==> config.mk <==
export PLATFORM = sky130hd
export DESIGN_NAME = updown_mod_counter
export DESIGN_NICKNAME = d
export VERILOG_FILES = /design/src/rtl/updown_mod_counter.sv
export SDC_FILE = /design/constraint.sdc
export NUM_CORES = 1
export LEC_CHECK = 0
export CAP_MARGIN = 30
export CORE_MARGIN = 2
export CORE_UTILIZATION = 47
export CTS_CLUSTER_DIAMETER = 40
export CTS_CLUSTER_SIZE = 10
export DETAILED_ROUTE_END_ITERATION = 10
export GPL_TIMING_DRIVEN = 0
export MAX_ROUTING_LAYER = met4
export PLACE_DENSITY_LB_ADDON = 0.25
export SKIP_CTS_REPAIR_TIMING = 1
export SLEW_MARGIN = 20
export SYNTH_ARGS = -nofsm -noshare
export SYNTH_HDL_FRONTEND = slang
export SYNTH_SLANG_ARGS = --single-unit
==> constraint.sdc <==
create_clock -name clk -period 2.6 [get_ports clk]
set_input_delay 0.39 -clock clk [delete_from_list [all_inputs] [get_ports clk]]
set_output_delay 0.39 -clock clk [all_outputs]
set_load 0.01 [all_outputs]
==> src/rtl/updown_mod_counter.sv <==
// updown_mod_counter: synchronous modulo-MOD counter with up, down, bounce and hold modes,
// parallel load (clamped to MOD-1), count enable, terminal-count level and wrap pulse.
// Optional build macro COUNTER_SATURATE_EN: modes 00/01 saturate at the ends instead of wrapping.
module updown_mod_counter #(
  parameter int unsigned WIDTH = 4,
  parameter int unsigned MOD   = 16
) (
  input  logic             clk,
  input  logic             clear,
  input  logic             en,
  input  logic [1:0]       mode,
  input  logic             load,
  input  logic [WIDTH-1:0] load_val,
  output logic [WIDTH-1:0] count,
  output logic             dir,
  output logic             tc,
  output logic             wrap
);

  if (MOD < 2 || 64'(MOD) > (64'd1 << WIDTH)) begin : g_bad_mod
    $error("updown_mod_counter: MOD must satisfy 2 <= MOD <= 2**WIDTH");
  end

  localparam logic [1:0] MODE_UP     = 2'b00;
  localparam logic [1:0] MODE_DOWN   = 2'b01;
  localparam logic [1:0] MODE_BOUNCE = 2'b10;

  // One bit of headroom so MOD-1 and the +1/-1 steps never alias when MOD == 2**WIDTH.
  localparam logic [WIDTH:0] MAX_W = (WIDTH + 1)'(MOD - 1);
  localparam logic [WIDTH:0] ONE_W = (WIDTH + 1)'(1);

  logic [WIDTH:0]   cnt_w;
  logic [WIDTH:0]   lv_w;
  logic [WIDTH:0]   nxt_w;
  logic [WIDTH-1:0] count_d;
  logic             dir_d;
  logic             tc_d;
  logic             wrap_d;

  assign cnt_w = {1'b0, count};
  assign lv_w  = {1'b0, load_val};

  // Next count, direction and wrap pulse; load takes priority over a step.
  always_comb begin
    nxt_w  = cnt_w;
    dir_d  = dir;
    wrap_d = 1'b0;

    // Fixed-direction modes rewrite dir every edge, even when not stepping.
    if (mode == MODE_UP) begin
      dir_d = 1'b1;
    end else if (mode == MODE_DOWN) begin
      dir_d = 1'b0;
    end

    if (load) begin
      nxt_w = (lv_w > MAX_W) ? MAX_W : lv_w;
    end else if (en) begin
      case (mode)
        MODE_UP: begin
          if (cnt_w == MAX_W) begin
`ifdef COUNTER_SATURATE_EN
            nxt_w = cnt_w;
`else
            nxt_w  = '0;
            wrap_d = 1'b1;
`endif
          end else begin
            nxt_w = cnt_w + ONE_W;
          end
        end
        MODE_DOWN: begin
          if (cnt_w == '0) begin
`ifdef COUNTER_SATURATE_EN
            nxt_w = cnt_w;
`else
            nxt_w  = MAX_W;
            wrap_d = 1'b1;
`endif
          end else begin
            nxt_w = cnt_w - ONE_W;
          end
        end
        MODE_BOUNCE: begin
          if (dir) begin
            if (cnt_w == MAX_W) begin
              nxt_w  = cnt_w - ONE_W;
              dir_d  = 1'b0;
              wrap_d = 1'b1;
            end else begin
              nxt_w = cnt_w + ONE_W;
            end
          end else begin
            if (cnt_w == '0) begin
              nxt_w  = ONE_W;
              dir_d  = 1'b1;
              wrap_d = 1'b1;
            end else begin
              nxt_w = cnt_w - ONE_W;
            end
          end
        end
        default: begin
          nxt_w = cnt_w;
        end
      endcase
    end

    count_d = nxt_w[WIDTH-1:0];
    // tc is registered, so it is derived from the values about to be stored.
    tc_d    = dir_d ? (nxt_w == MAX_W) : (nxt_w == '0);
  end

  // State update; clear overrides everything.
  always_ff @(posedge clk) begin
    if (clear) begin
      count <= '0;
      dir   <= 1'b1;
      tc    <= 1'b0;
      wrap  <= 1'b0;
    end else begin
      count <= count_d;
      dir   <= dir_d;
      tc    <= tc_d;
      wrap  <= wrap_d;
    end
  end

endmodule

==> results.sh, run 1 <==
export IMPL_grt_pass1_wl_um=3140
export IMPL_worst_pin_slew_ns=0.476
export IMPL_area_growth_pct=29.8
export IMPL_finalSetupViolations=0
export IMPL_cts_tree="yes"
export IMPL_fillers=121
export IMPL_cts_root_buf="clkbuf_4"
export IMPL_synth_edf_count=0
export IMPL_hpwl_um=1390
export IMPL_drive_gt1_frac=0.156
export IMPL_diodes=0
export IMPL_start_kind="flop"
export IMPL_avgSynthCellArea_um2=7.73
export IMPL_chipWidth_um=42.3
export IMPL_cts_buffers_inserted=3
export IMPL_final_max_slew_viol_count=0
export IMPL_fp_dieH_um=42.3
export IMPL_grt_use_total=0.225
export IMPL_synthTopCellsByArea="dfxtp_1, a21oi_1, nor2_1, o21ai_0, a221oi_2"
export IMPL_finalSetupTns_ns=0
export IMPL_design_area_um2=893
export IMPL_worst_path_max_fanout=8
export IMPL_drtPass1Iterations=4
export IMPL_seq_area_frac_synth=0.204
export IMPL_grt_max_degree=11
export IMPL_gp_congestion=0.900
export IMPL_synth_top_cell_area_share=0.204
export IMPL_postPlaceCellArea_um2=867
export IMPL_final_antenna_net_count=0
export IMPL_route_vias_total=762
export IMPL_synth_async_sr_flop_share=0
export IMPL_clkSlewWorstSetupHoldPaths_ns=0.05
export IMPL_fin_skew_ns=0.00308
export IMPL_grt_pass1_vias=741
export IMPL_finalCritPeriodShare=0.910
export IMPL_nets=122
export IMPL_syn_area_um2=688
export IMPL_clock_latency_ns=0.25
export IMPL_drcViolationCount=0
export IMPL_wire_per_inst_um=14.2
export IMPL_hp_start="load_val[0]"
export IMPL_grt_setup_unrepaired="no"
export IMPL_synth_warnings=0
export IMPL_portBuffers=16
export IMPL_fin_crit_ns=2.37
export IMPL_htreeDepth=1
export IMPL_via_per_inst=6.15
export IMPL_peakVddDrop_mv=0.364
export IMPL_timing_rr_start="count[0]$_SDFF_PP0_"
export IMPL_hold_path_class="input port to flop"
export IMPL_cp_arrival_ns=2.55
export IMPL_max_freq_mhz=423
export IMPL_crit_start="count[0]$_SDFF_PP0_"
export IMPL_die_area_um2=1790
export IMPL_maxCapViolCount=0
export IMPL_rows=13
export IMPL_hold_viol=0
export IMPL_cp_required_ns=2.79
export IMPL_clockBufferDepth=2
export IMPL_p_leak_nw=0.338
export IMPL_syn_nets=101
export IMPL_cp_end_kind="flop"
export IMPL_powerDensity_nw_per_um2=393
export IMPL_antenna_found_initial=0
export IMPL_clkSinkCount=7
export IMPL_io_pins=17
export IMPL_yosysTopAreaCell="dfxtp_1"
export IMPL_gr_total_overflow=0
export IMPL_syn_inst=89
export IMPL_drt_iter0_markers=7
export IMPL_synthTopCellsByCount="nor2_1, a21oi_1, dfxtp_1, inv_1"
export IMPL_synth_ff_type="dfxtp_1"
export IMPL_yosysMostFrequentCell="nor2_1"
export IMPL_wirelength_um=1760
export IMPL_status="finished, final reports clean"
export IMPL_core_area_um2=1330
export IMPL_start_util=0.516
export IMPL_ys_types=39
export IMPL_path_class="flop to flop"
export IMPL_ys_seq_elements=7
export IMPL_max_slew_margin_rel=0.680
-- final cells by class --
class | instances | area (µm²) | area share
clock buffers | 4 | 26.3 | 0.0294
repair buffers | 16 | 160 | 0.179
flip-flops and latches | 7 | 140 | 0.157
multi-input cells | 71 | 482 | 0.539
plain buffers | 4 | 40.0 | 0.0448
well taps | 15 | 18.8 | 0.0210
inverters | 7 | 26.3 | 0.0294
-- report_power, final --
group | switching (W) | internal [W]
sequential | 0.0000105 | 0.000114
combinational | 0.0000639 | 0.0000628
clock | 0.0000407 | 0.0000586
-- worst max-delay path, stage by stage (launching register included) --
cell      delay [ns]
dfxtp_1         0.48
inv_1           0.14
ha_1            0.25
nor4b_2         0.18
a211o_1         0.32
a221oi_2        0.30
a221oi_2        0.10
or3_1           0.40
o22ai_2         0.11
-- per-stage QoR --
stage                     hold slack [ns]  utilization  total power (W)  setup WS (ns)  cells
after floorplan                     0.462            -         0.000204          0.451     89
final                               0.816        0.670         0.000351          0.234    124
after global placement              0.803        0.650         0.000249          0.128    120
after CTS                           0.815        0.670         0.000351          0.244    124
after global routing                0.839        0.670         0.000373          0.139    124
after detailed placement            0.823        0.650         0.000252          0.106    120
-- placed cells by master, fill, tap and decap left out, types with 3 or more instances in the layout --
cell / instances
a21oi_1: 7
a31oi_1: 3
clkbuf_4: 3
clkdlybuf4s50_1: 16
dfxtp_1: 7
inv_1: 7
nand2_1: 6
nand2b_1: 3
nand3_1: 3
nor2_1: 9
o21ai_0: 6
-- per-layer routing --
layer	up-vias	routed length, µm	track usage
met2	32	835	0.351
met4	0	31	0.0563
met5	-	0	-
met1	359	789	0.290
li1	367	-	-
met3	4	101	0.0560
-- state kept, by name, summed over array words and instances (netlist names) --
register and count:
count 4, dir 1, tc 1, wrap 1
-- cells by family after synthesis --
logic type / synth area share
compound gates: 0.338
flops: 0.204
fa+ha+maj: 0.0364
xor+xnor: 0.0127
buf+inv: 0.0964
simple gates: 0.313
-- path summary, 6_finish.rpt --
kind / endpoint / slack (ns) / depth (start not counted)
worst max-delay path: tc$_SDFF_PP0_ / 0.23 / 8
worst min-delay path: count[0]$_SDFF_PP0_ / 0.82 / 3
worst max register to register: tc$_SDFF_PP0_ / 0.23 / 8
worst min register to register: count[1]$_SDFF_PP0_ / 0.83 / 4
(Power assumes the default switching activity.)
==> run 2: changes to the inputs <==
Settings changed: CORE_UTILIZATION 47 to 50, TNS_END_PERCENT set to 50.
Clock period 2.6 ns to 2.8 ns, I/O delays scaled along.
==> results.sh, run 2 (same netlist as run 1, synthesis figures left out) <==
export IMPL_hold_path_class="flop to flop"
export IMPL_cts_tree="yes"
export IMPL_rows=13
export IMPL_area_growth_pct=29.8
export IMPL_grt_max_degree=11
export IMPL_start_util=0.529
export IMPL_holdPathEnd="count[1]$_SDFF_PP0_"
export IMPL_path_buf_inv=1
export IMPL_design_area_um2=893
export IMPL_r2r_slack_ns=0.41
export IMPL_dp_slack_ns=0.272
export IMPL_worst_pin_slew_ns=0.516
export IMPL_max_freq_mhz=418
export IMPL_io_pins=17
export IMPL_fin_skew_ns=0.00821
export IMPL_gr_total_overflow=0
export IMPL_crit_path_frequent_cell="a221oi_2"
export IMPL_fin_crit_ns=2.39
export IMPL_chipWidth_um=41.1
export IMPL_wire_per_inst_um=14.1
export IMPL_core_area_um2=1300
export IMPL_mostFrequentLayoutCell="clkdlybuf4s50_1"
export IMPL_cp_end_kind="flop"
export IMPL_hpwl_um=1320
export IMPL_worst_path_max_fanout=8
export IMPL_layout_common_cells="clkdlybuf4s50_1, nor2_1, inv_1, a21oi_1, dfxtp_1"
export IMPL_multi_input_area_um2=482
export IMPL_finalSetupTns_ns=0
export IMPL_final_antenna_net_count=0
export IMPL_diodes=0
export IMPL_nets=122
export IMPL_largest_register_ffs=4
export IMPL_cp_required_ns=2.98
export IMPL_fillers=107
export IMPL_layout_setup_ws_ns=0.409
export IMPL_grt_pass1_wl_um=2590
export IMPL_p_leak_nw=0.338
export IMPL_cts_root_buf="clkbuf_4"
export IMPL_final_max_slew_viol_count=0
export IMPL_drtPass1Iterations=4
export IMPL_gp_congestion=0.964
export IMPL_path_class="flop to flop"
export IMPL_htreeDepth=1
export IMPL_status="finished, final reports clean"
export IMPL_antenna_found_initial=0
export IMPL_cts_buffers_inserted=3
export IMPL_maxCapViolCount=0
export IMPL_timing_rr_start="count[0]$_SDFF_PP0_"
export IMPL_clkSlewWorstSetupHoldPaths_ns=0.06
export IMPL_portBuffers=16
export IMPL_finalSetupViolations=0
export IMPL_start_kind="flop"
export IMPL_drcViolationCount=0
export IMPL_grt_use_total=0.242
export IMPL_slowest_stage="dfxtp_1"
export IMPL_peakVddDrop_mv=0.296
export IMPL_wirelength_um=1750
export IMPL_postPlaceCellArea_um2=867
export IMPL_min_delay_path_depth=4
export IMPL_clock_latency_ns=0.25
export IMPL_cp_top_family="compound AO/OA/AOI/OAI gates"
export IMPL_grt_pass1_vias=612
export IMPL_hold_slack_ns=0.833
export IMPL_drive_gt1_frac=0.156
export IMPL_seq_area_um2=140
export IMPL_hold_viol=0
export IMPL_clockBufferDepth=2
export IMPL_reg2reg_depth=8
export IMPL_cp_arrival_ns=2.58
export IMPL_max_stage_delay_ns=0.49
export IMPL_die_area_um2=1690
export IMPL_clkSinkCount=7
export IMPL_grt_setup_unrepaired="no"
export IMPL_max_slew_margin_rel=0.653
export IMPL_path_cells="inv_1, ha_1, nor4b_2, a211o_1, a221oi_2, a221oi_2, or3_1, o22ai_2"
export IMPL_finalCritPeriodShare=0.854
export IMPL_drt_iter0_markers=44
export IMPL_regMostFlops="count"
export IMPL_r2r_end="tc$_SDFF_PP0_"
export IMPL_fp_dieH_um=41.1
export IMPL_via_per_inst=6.02
export IMPL_powerDensity_nw_per_um2=364
export IMPL_route_vias_total=747
export IMPL_hp_start="count[1]$_SDFF_PP0_"
[run 2: final cells by class]
class,instances,area share
multi-input combinational,71,0.539
timing repair buffer,16,0.179
sequential,7,0.157
buffer,4,0.0448
clock buffer,4,0.0294
inverter,7,0.0294
tap,15,0.0210
[run 2: worst reg2reg max path: cells and delay by family (launching register included)]
family / cells / cell delay [ns]
compound gates: 4 / 0.85
simple gates: 2 / 0.57
flops: 1 / 0.49
fa+ha+maj: 1 / 0.26
buf+inv: 1 / 0.14
[run 2: how the worst max path moves through the flow]
stage | to | slack, ns | from | cells after the start
after global routing | tc$_SDFF_PP0_ | 0.36 | count[0]$_SDFF_PP0_ | 8
final | tc$_SDFF_PP0_ | 0.41 | count[0]$_SDFF_PP0_ | 8
after CTS | tc$_SDFF_PP0_ | 0.45 | count[0]$_SDFF_PP0_ | 8
after floorplan | tc$_SDFF_PP0_ | 0.65 | count[0]$_SDFF_PP0_ | 8
after global placement | tc$_SDFF_PP0_ | 0.31 | en | 7
after detailed placement | tc$_SDFF_PP0_ | 0.27 | en | 7
[run 2: per-stage QoR]
stage / instances / total power [W] / utilization
finish: 124 / 0.000325 / 0.687
floorplan: 89 / 0.000190 / -
detailed placement: 120 / 0.000234 / 0.666
global route: 124 / 0.000348 / 0.687
CTS: 124 / 0.000326 / 0.687
global placement: 120 / 0.000231 / 0.666
[run 2: per-layer routing]
layer  part of all wire  vias to the layer above  GRT usage
li1                   -                      369          -
met1               0.42                      332      0.296
met2               0.46                       44      0.391
met3               0.11                        2     0.0924
met4             0.0063                        0     0.0242
met5                  0                        -          -
[run 2: power by group]
part / leakage (nW) / switching, W / internal (W)
clock: 0.0150 / 0.0000365 / 0.0000544
sequential: 0.0577 / 0.0000100 / 0.000106
combinational: 0.265 / 0.0000596 / 0.0000583
